File: config.mk
export PLATFORM = sky130hd
export DESIGN_NAME = video_stream_timing
export DESIGN_NICKNAME = d
export VERILOG_FILES = /design/src/rtl/video_stream_timing.sv
export SDC_FILE = /design/constraint.sdc
export NUM_CORES = 1
export LEC_CHECK = 0
export ABC_AREA = 1
export CORE_UTILIZATION = 40
export DETAILED_ROUTE_END_ITERATION = 10
export PLACE_DENSITY = 0.73
export SETUP_SLACK_MARGIN = 0.4
export SKIP_CTS_REPAIR_TIMING = 1
export SLEW_MARGIN = 30
export SYNTH_ARGS = -nofsm -noshare
export SYNTH_HDL_FRONTEND = slang
export SYNTH_SLANG_ARGS = --single-unit
File: constraint.sdc
create_clock -name pixclk -period 2.4 [get_ports pixclk]
set_input_delay 0.6 -clock pixclk [delete_from_list [all_inputs] [get_ports pixclk]]
set_output_delay 0.6 -clock pixclk [all_outputs]
set_load 0.02 [all_outputs]
File: src/rtl/video_stream_timing.sv
// Raster timing generator that pulls RGB888 pixels from a valid/ready stream,
// recovering frame alignment from the start-of-frame flag.
module video_stream_timing #(
    parameter int   H_ACTIVE = 640,
    parameter int   H_FP     = 16,
    parameter int   H_SYNC   = 96,
    parameter int   H_BP     = 48,
    parameter int   V_ACTIVE = 480,
    parameter int   V_FP     = 10,
    parameter int   V_SYNC   = 2,
    parameter int   V_BP     = 33,
    parameter logic HS_POL   = 1'b1,
    parameter logic VS_POL   = 1'b1
) (
    input  logic        pixclk,
    input  logic        rst_n,
    input  logic        s_valid,
    output logic        s_ready,
    input  logic [23:0] s_data,
    input  logic        s_sof,
    output logic [7:0]  red,
    output logic [7:0]  green,
    output logic [7:0]  blue,
    output logic        hsync,
    output logic        vsync,
    output logic        de,
    output logic        locked,
    output logic        underflow
);

    localparam int H_TOTAL = H_ACTIVE + H_FP + H_SYNC + H_BP;
    localparam int V_TOTAL = V_ACTIVE + V_FP + V_SYNC + V_BP;
    localparam int HW      = $clog2(H_TOTAL);
    localparam int VW      = $clog2(V_TOTAL);

    localparam logic [HW-1:0] H_LAST     = HW'(H_TOTAL - 1);
    localparam logic [HW-1:0] H_ACT_END  = HW'(H_ACTIVE);
    localparam logic [HW-1:0] HS_BEGIN   = HW'(H_ACTIVE + H_FP);
    localparam logic [HW-1:0] HS_END     = HW'(H_ACTIVE + H_FP + H_SYNC);
    localparam logic [VW-1:0] V_LAST     = VW'(V_TOTAL - 1);
    localparam logic [VW-1:0] V_ACT_END  = VW'(V_ACTIVE);
    localparam logic [VW-1:0] VS_BEGIN   = VW'(V_ACTIVE + V_FP);
    localparam logic [VW-1:0] VS_END     = VW'(V_ACTIVE + V_FP + V_SYNC);

    typedef enum logic [1:0] {
        SEEK       = 2'd0,
        WAIT_FRAME = 2'd1,
        LOCKED     = 2'd2
    } state_t;

    state_t        state_r;
    state_t        state_nxt_s;
    logic [HW-1:0] h_cnt_r;
    logic [VW-1:0] v_cnt_r;
    logic          active_s;
    logic          origin_s;
    logic          hs_act_s;
    logic          vs_act_s;
    logic          ready_s;
    logic          take_s;
    logic          uf_s;

    // Raster position decode from the current counter value
    always_comb begin
        active_s = (h_cnt_r < H_ACT_END) && (v_cnt_r < V_ACT_END);
        origin_s = (h_cnt_r == {HW{1'b0}}) && (v_cnt_r == {VW{1'b0}});
        hs_act_s = (h_cnt_r >= HS_BEGIN) && (h_cnt_r < HS_END);
        vs_act_s = (v_cnt_r >= VS_BEGIN) && (v_cnt_r < VS_END);
    end

    // Alignment FSM: ready generation, pixel take and next-state decision
    always_comb begin
        ready_s     = 1'b0;
        take_s      = 1'b0;
        uf_s        = 1'b0;
        state_nxt_s = state_r;
        case (state_r)
            SEEK: begin
                // Non-SOF beats are drained; the SOF beat stays at the head
                ready_s = ~s_sof;
                if (s_valid && s_sof) begin
                    state_nxt_s = WAIT_FRAME;
                end else begin
                    state_nxt_s = SEEK;
                end
            end
            WAIT_FRAME: begin
                ready_s = origin_s;
                if (origin_s && s_valid) begin
                    if (s_sof) begin
                        take_s      = 1'b1;
                        state_nxt_s = LOCKED;
                    end else begin
                        state_nxt_s = SEEK;
                    end
                end else begin
                    state_nxt_s = WAIT_FRAME;
                end
            end
            LOCKED: begin
                if (!active_s) begin
                    ready_s     = 1'b0;
                    state_nxt_s = LOCKED;
                end else if (!s_valid) begin
                    ready_s     = 1'b1;
                    uf_s        = 1'b1;
                    state_nxt_s = SEEK;
                end else if (s_sof != origin_s) begin
                    // SOF off the origin or a plain beat on it: refuse and realign
                    ready_s     = 1'b0;
                    state_nxt_s = s_sof ? WAIT_FRAME : SEEK;
                end else begin
                    ready_s     = 1'b1;
                    take_s      = 1'b1;
                    state_nxt_s = LOCKED;
                end
            end
            default: begin
                ready_s     = 1'b0;
                state_nxt_s = SEEK;
            end
        endcase
    end

    assign s_ready = ready_s & rst_n;

    // Free-running horizontal and vertical counters
    always_ff @(posedge pixclk or negedge rst_n) begin
        if (!rst_n) begin
            h_cnt_r <= {HW{1'b0}};
            v_cnt_r <= {VW{1'b0}};
        end else if (h_cnt_r == H_LAST) begin
            h_cnt_r <= {HW{1'b0}};
            v_cnt_r <= (v_cnt_r == V_LAST) ? {VW{1'b0}} : v_cnt_r + VW'(1);
        end else begin
            h_cnt_r <= h_cnt_r + HW'(1);
        end
    end

    // State register and the single output stage feeding the TMDS encoders
    always_ff @(posedge pixclk or negedge rst_n) begin
        if (!rst_n) begin
            state_r               <= SEEK;
            {red, green, blue}    <= 24'h000000;
            de                    <= 1'b0;
            hsync                 <= ~HS_POL;
            vsync                 <= ~VS_POL;
            locked                <= 1'b0;
            underflow             <= 1'b0;
        end else begin
            state_r               <= state_nxt_s;
            {red, green, blue}    <= take_s ? s_data : 24'h000000;
            de                    <= active_s;
            hsync                 <= hs_act_s ? HS_POL : ~HS_POL;
            vsync                 <= vs_act_s ? VS_POL : ~VS_POL;
            locked                <= (state_nxt_s == LOCKED);
            underflow             <= uf_s;
        end
    end

endmodule

==> results.py <==
metrics = {
    "outcome": {
        "outcome": "complete, but fails checks",
        "violations": "negative setup slack",
    },
    "timing": {
        "setup_viol": 1,
        "min_period_ns": 2.68,
        "final_hold_viol_count": 0,
        "worst_slack_ns": -0.285,
        "rsz0062_at_grt": "yes",
        "tns_ns": -0.285,
        "skew_ns": 0.00900,
        "whs_ns": 0.402,
        "worst_pin_slew_ns": 0.641,
        "slew_violations": 0,
        "max_clock_freq_mhz": 372,
        "slew_headroom_pct": 57.3,
        "period_share_pct": 112,
    },
    "critical_path": {
        "worst_ep_required_time_ns": 1.80,
        "cp-end-kind": "output pin",
        "arrival_ns": 2.08,
        "critPathKind": "flip-flop to output pin",
        "cp-start-kind": "flip-flop",
        "crit_fanout": 2,
    },
    "clocking": {
        "h-tree-depth": 2,
        "clk_latency_ns": 0.31,
        "root_buffer": "clkbuf_8",
        "cts_tree": "yes",
        "clkTransAtPathRegs_ns": 0.10,
        "numCtsBuffers": 5,
        "cts.path.max_buffers": 2,
        "clock-sinks": 51,
    },
    "grt": {
        "grt_util_met1_pct": 21.3,
        "grt_use_met3_pct": 5.27,
        "grtUsageTotal_pct": 17.3,
        "grt_max_degree": 52,
        "grt_overflow": 0,
        "grt_pass1_vias": 2254,
        "antenna_found_initial": 0,
        "grtUsageMet2_pct": 29.7,
        "top_usage_layer": "met2",
        "grt_pass1_wl_um": 9830,
    },
    "placement": {
        "portBuffers": 57,
        "place_ws_ns": -0.482,
        "gp_congestion": 0.867,
        "dp.cells": 457,
        "hpwl_um": 4310,
    },
    "cells_and_area": {
        "drive_gt1_share_pct": 31.3,
        "nets": 429,
        "stdcell_count": 470,
        "diodes": 0,
        "areaGrowthSynthToFinish_pct": 45.7,
    },
    "floorplanning": {
        "rows": 29,
        "die_h_um": 83.1,
        "dieArea_sq_um": 6910,
        "io_pins": 58,
        "core_sq_um": 6350,
        "initial_core_util_pct": 41.5,
        "die-width_um": 83.1,
    },
    "drt": {
        "vias_per_cell": 4.57,
        "drt-initial-drc-count": 54,
        "drtPass1Iterations": 4,
        "drc_errors": 0,
        "ant_nets": 0,
        "wl_per_cell_um": 11.9,
        "drt-total-wl_um": 5600,
        "vias": 2148,
    },
    "pwr": {
        "cellPowerDensity_nw_per_um2": 388,
        "max-vdd-ir-drop_v": 0.000316,
        "power_uw": 1490,
        "p_leak_uw": 0.00190,
    },
    "yosys": {
        "synth_seq_area_share_pct": 48.5,
        "synth.most_common_cell": "inv_1",
        "syn_avg_cell_area_sq_um": 9.37,
        "synth_area_sq_um": 2630,
        "synth_flop_cell": "dfrtp_1",
        "synth_commonest_cells": "inv_1 (55), dfrtp_1 (51), nand2_1 (38)",
        "yosysTopAreaCell": "dfrtp_1",
        "synth.area.top_cells": "dfrtp_1 (48%), nor2_4 (10%), inv_1 (7.8%), nand2_1 (5.4%), ha_1 (4.3%)",
        "synth_edf_count": 0,
        "ys_ff_latch": 51,
        "synth_cell_types": 29,
        "ys_warn_count": 0,
        "synthCells": 281,
        "synth.top_cell.area_share_pct": 48.5,
        "synth-async-reset-ratio_pct": 100,
        "syn-num-nets": 318,
    },
    "flow_run": {
        "max_cap_violations": 0,
    },
    "hold_path": {
        "min_path_type": "input port to asynchronous set/reset pin",
    },
}
==> worst max-delay path: stages, from the launching register on <==
cell     delay (ns)
dfrtp_1        0.41
inv_2          0.09
ha_4           0.13
nand3_2        0.05
nor4_2         0.26
nand2_1        0.13
ha_4           0.24
o21ai_2        0.11
nand2_1        0.08
nor2_2         0.10
nor2_2         0.05
buf_6          0.12
==> cells in the final DEF (no fill, tap or decap), types with 2 or more instances in the layout <==
cell type,Yosys,final
clkdlybuf4s50_1,0,55
inv_1,55,52
dfrtp_1,51,51
buf_4,0,45
nand2_1,38,36
nor2_4,24,24
nor2_1,28,22
nand3_1,16,15
nor2_2,5,11
inv_2,7,10
xor2_1,7,7
ha_1,9,7
a21oi_1,5,5
o21ai_0,6,5
nand4_1,5,5
clkbuf_8,0,5
nand2_2,4,4
nand2_4,2,3
nand3_2,1,2
nand4_2,2,2
nor4_1,3,2
nor3_1,2,2
ha_4,0,2
clkinv_4,0,2
buf_6,0,2
==> where the power goes <==
part,switching [uW],total [uW],internal [uW]
clock,300,509,209
sequential,2.44,864,861
combinational,59.5,117,57.6
total,362,1490,1130
==> area by class of cell <==
| type | count | area [sq um] |
|---|---|---|
| repair buffers | 106 | 976 |
| clock inverters | 3 | 25.0 |
| inverters | 63 | 236 |
| fillers | 517 | 2510 |
| clock buffers | 5 | 68.8 |
| well taps | 77 | 96.3 |
| multi-input cells | 165 | 1160 |
| flip-flops and latches | 51 | 1280 |
==> sequential cells by signal (all words and copies together) (netlist names) <==
signal / cells
h_cnt_r: 10
v_cnt_r: 10
blue: 8
green: 8
red: 8
state_r: 2
de: 1
hsync: 1
locked: 1
underflow: 1
vsync: 1
==> routing by layer <==
layer	share of wire [%]	routed length, um	vias up
met2	52	2890	51
met5	0	0	-
met1	42	2340	1016
met3	5.9	328	6
met4	0.70	39	0
li1	-	-	1075
==> stage by stage <==
step	cell area, sq um	utilization [%]
4_1_cts	3720	58.7
6_report	3840	60.5
5_1_grt	3840	60.5
3_3_place_gp	3630	57.2
2_1_floorplan	2670	-
3_5_place_dp	3630	57.2
==> final timing paths <==
kind	startpoint	end	slack, ns	cells after the start
worst min-delay path	rst_n	state_r[1]	0.40	2
worst max register to register	v_cnt_r[0]	blue[5]	0.36	12
min in group pixclk	h_cnt_r[0]	h_cnt_r[0]	0.54	2
worst min register to register	h_cnt_r[0]	h_cnt_r[0]	0.54	2
worst max-delay path	v_cnt_r[0]	s_ready	-0.28	11
max in group asynchronous	rst_n	h_cnt_r[6]	1.56	2
==> cells by family after synthesis <==
kind of cell,after synthesis,share of synthesized area [%]
AOI/OAI and AO/OA,14,2.90
buffers and inverters,65,10.5
xor gates and xnor gates,8,2.66
adders and majority gates,9,4.28
and+or+nand+nor,134,31.2
DFF,51,48.5
Power figures use the tool's default switching activity.
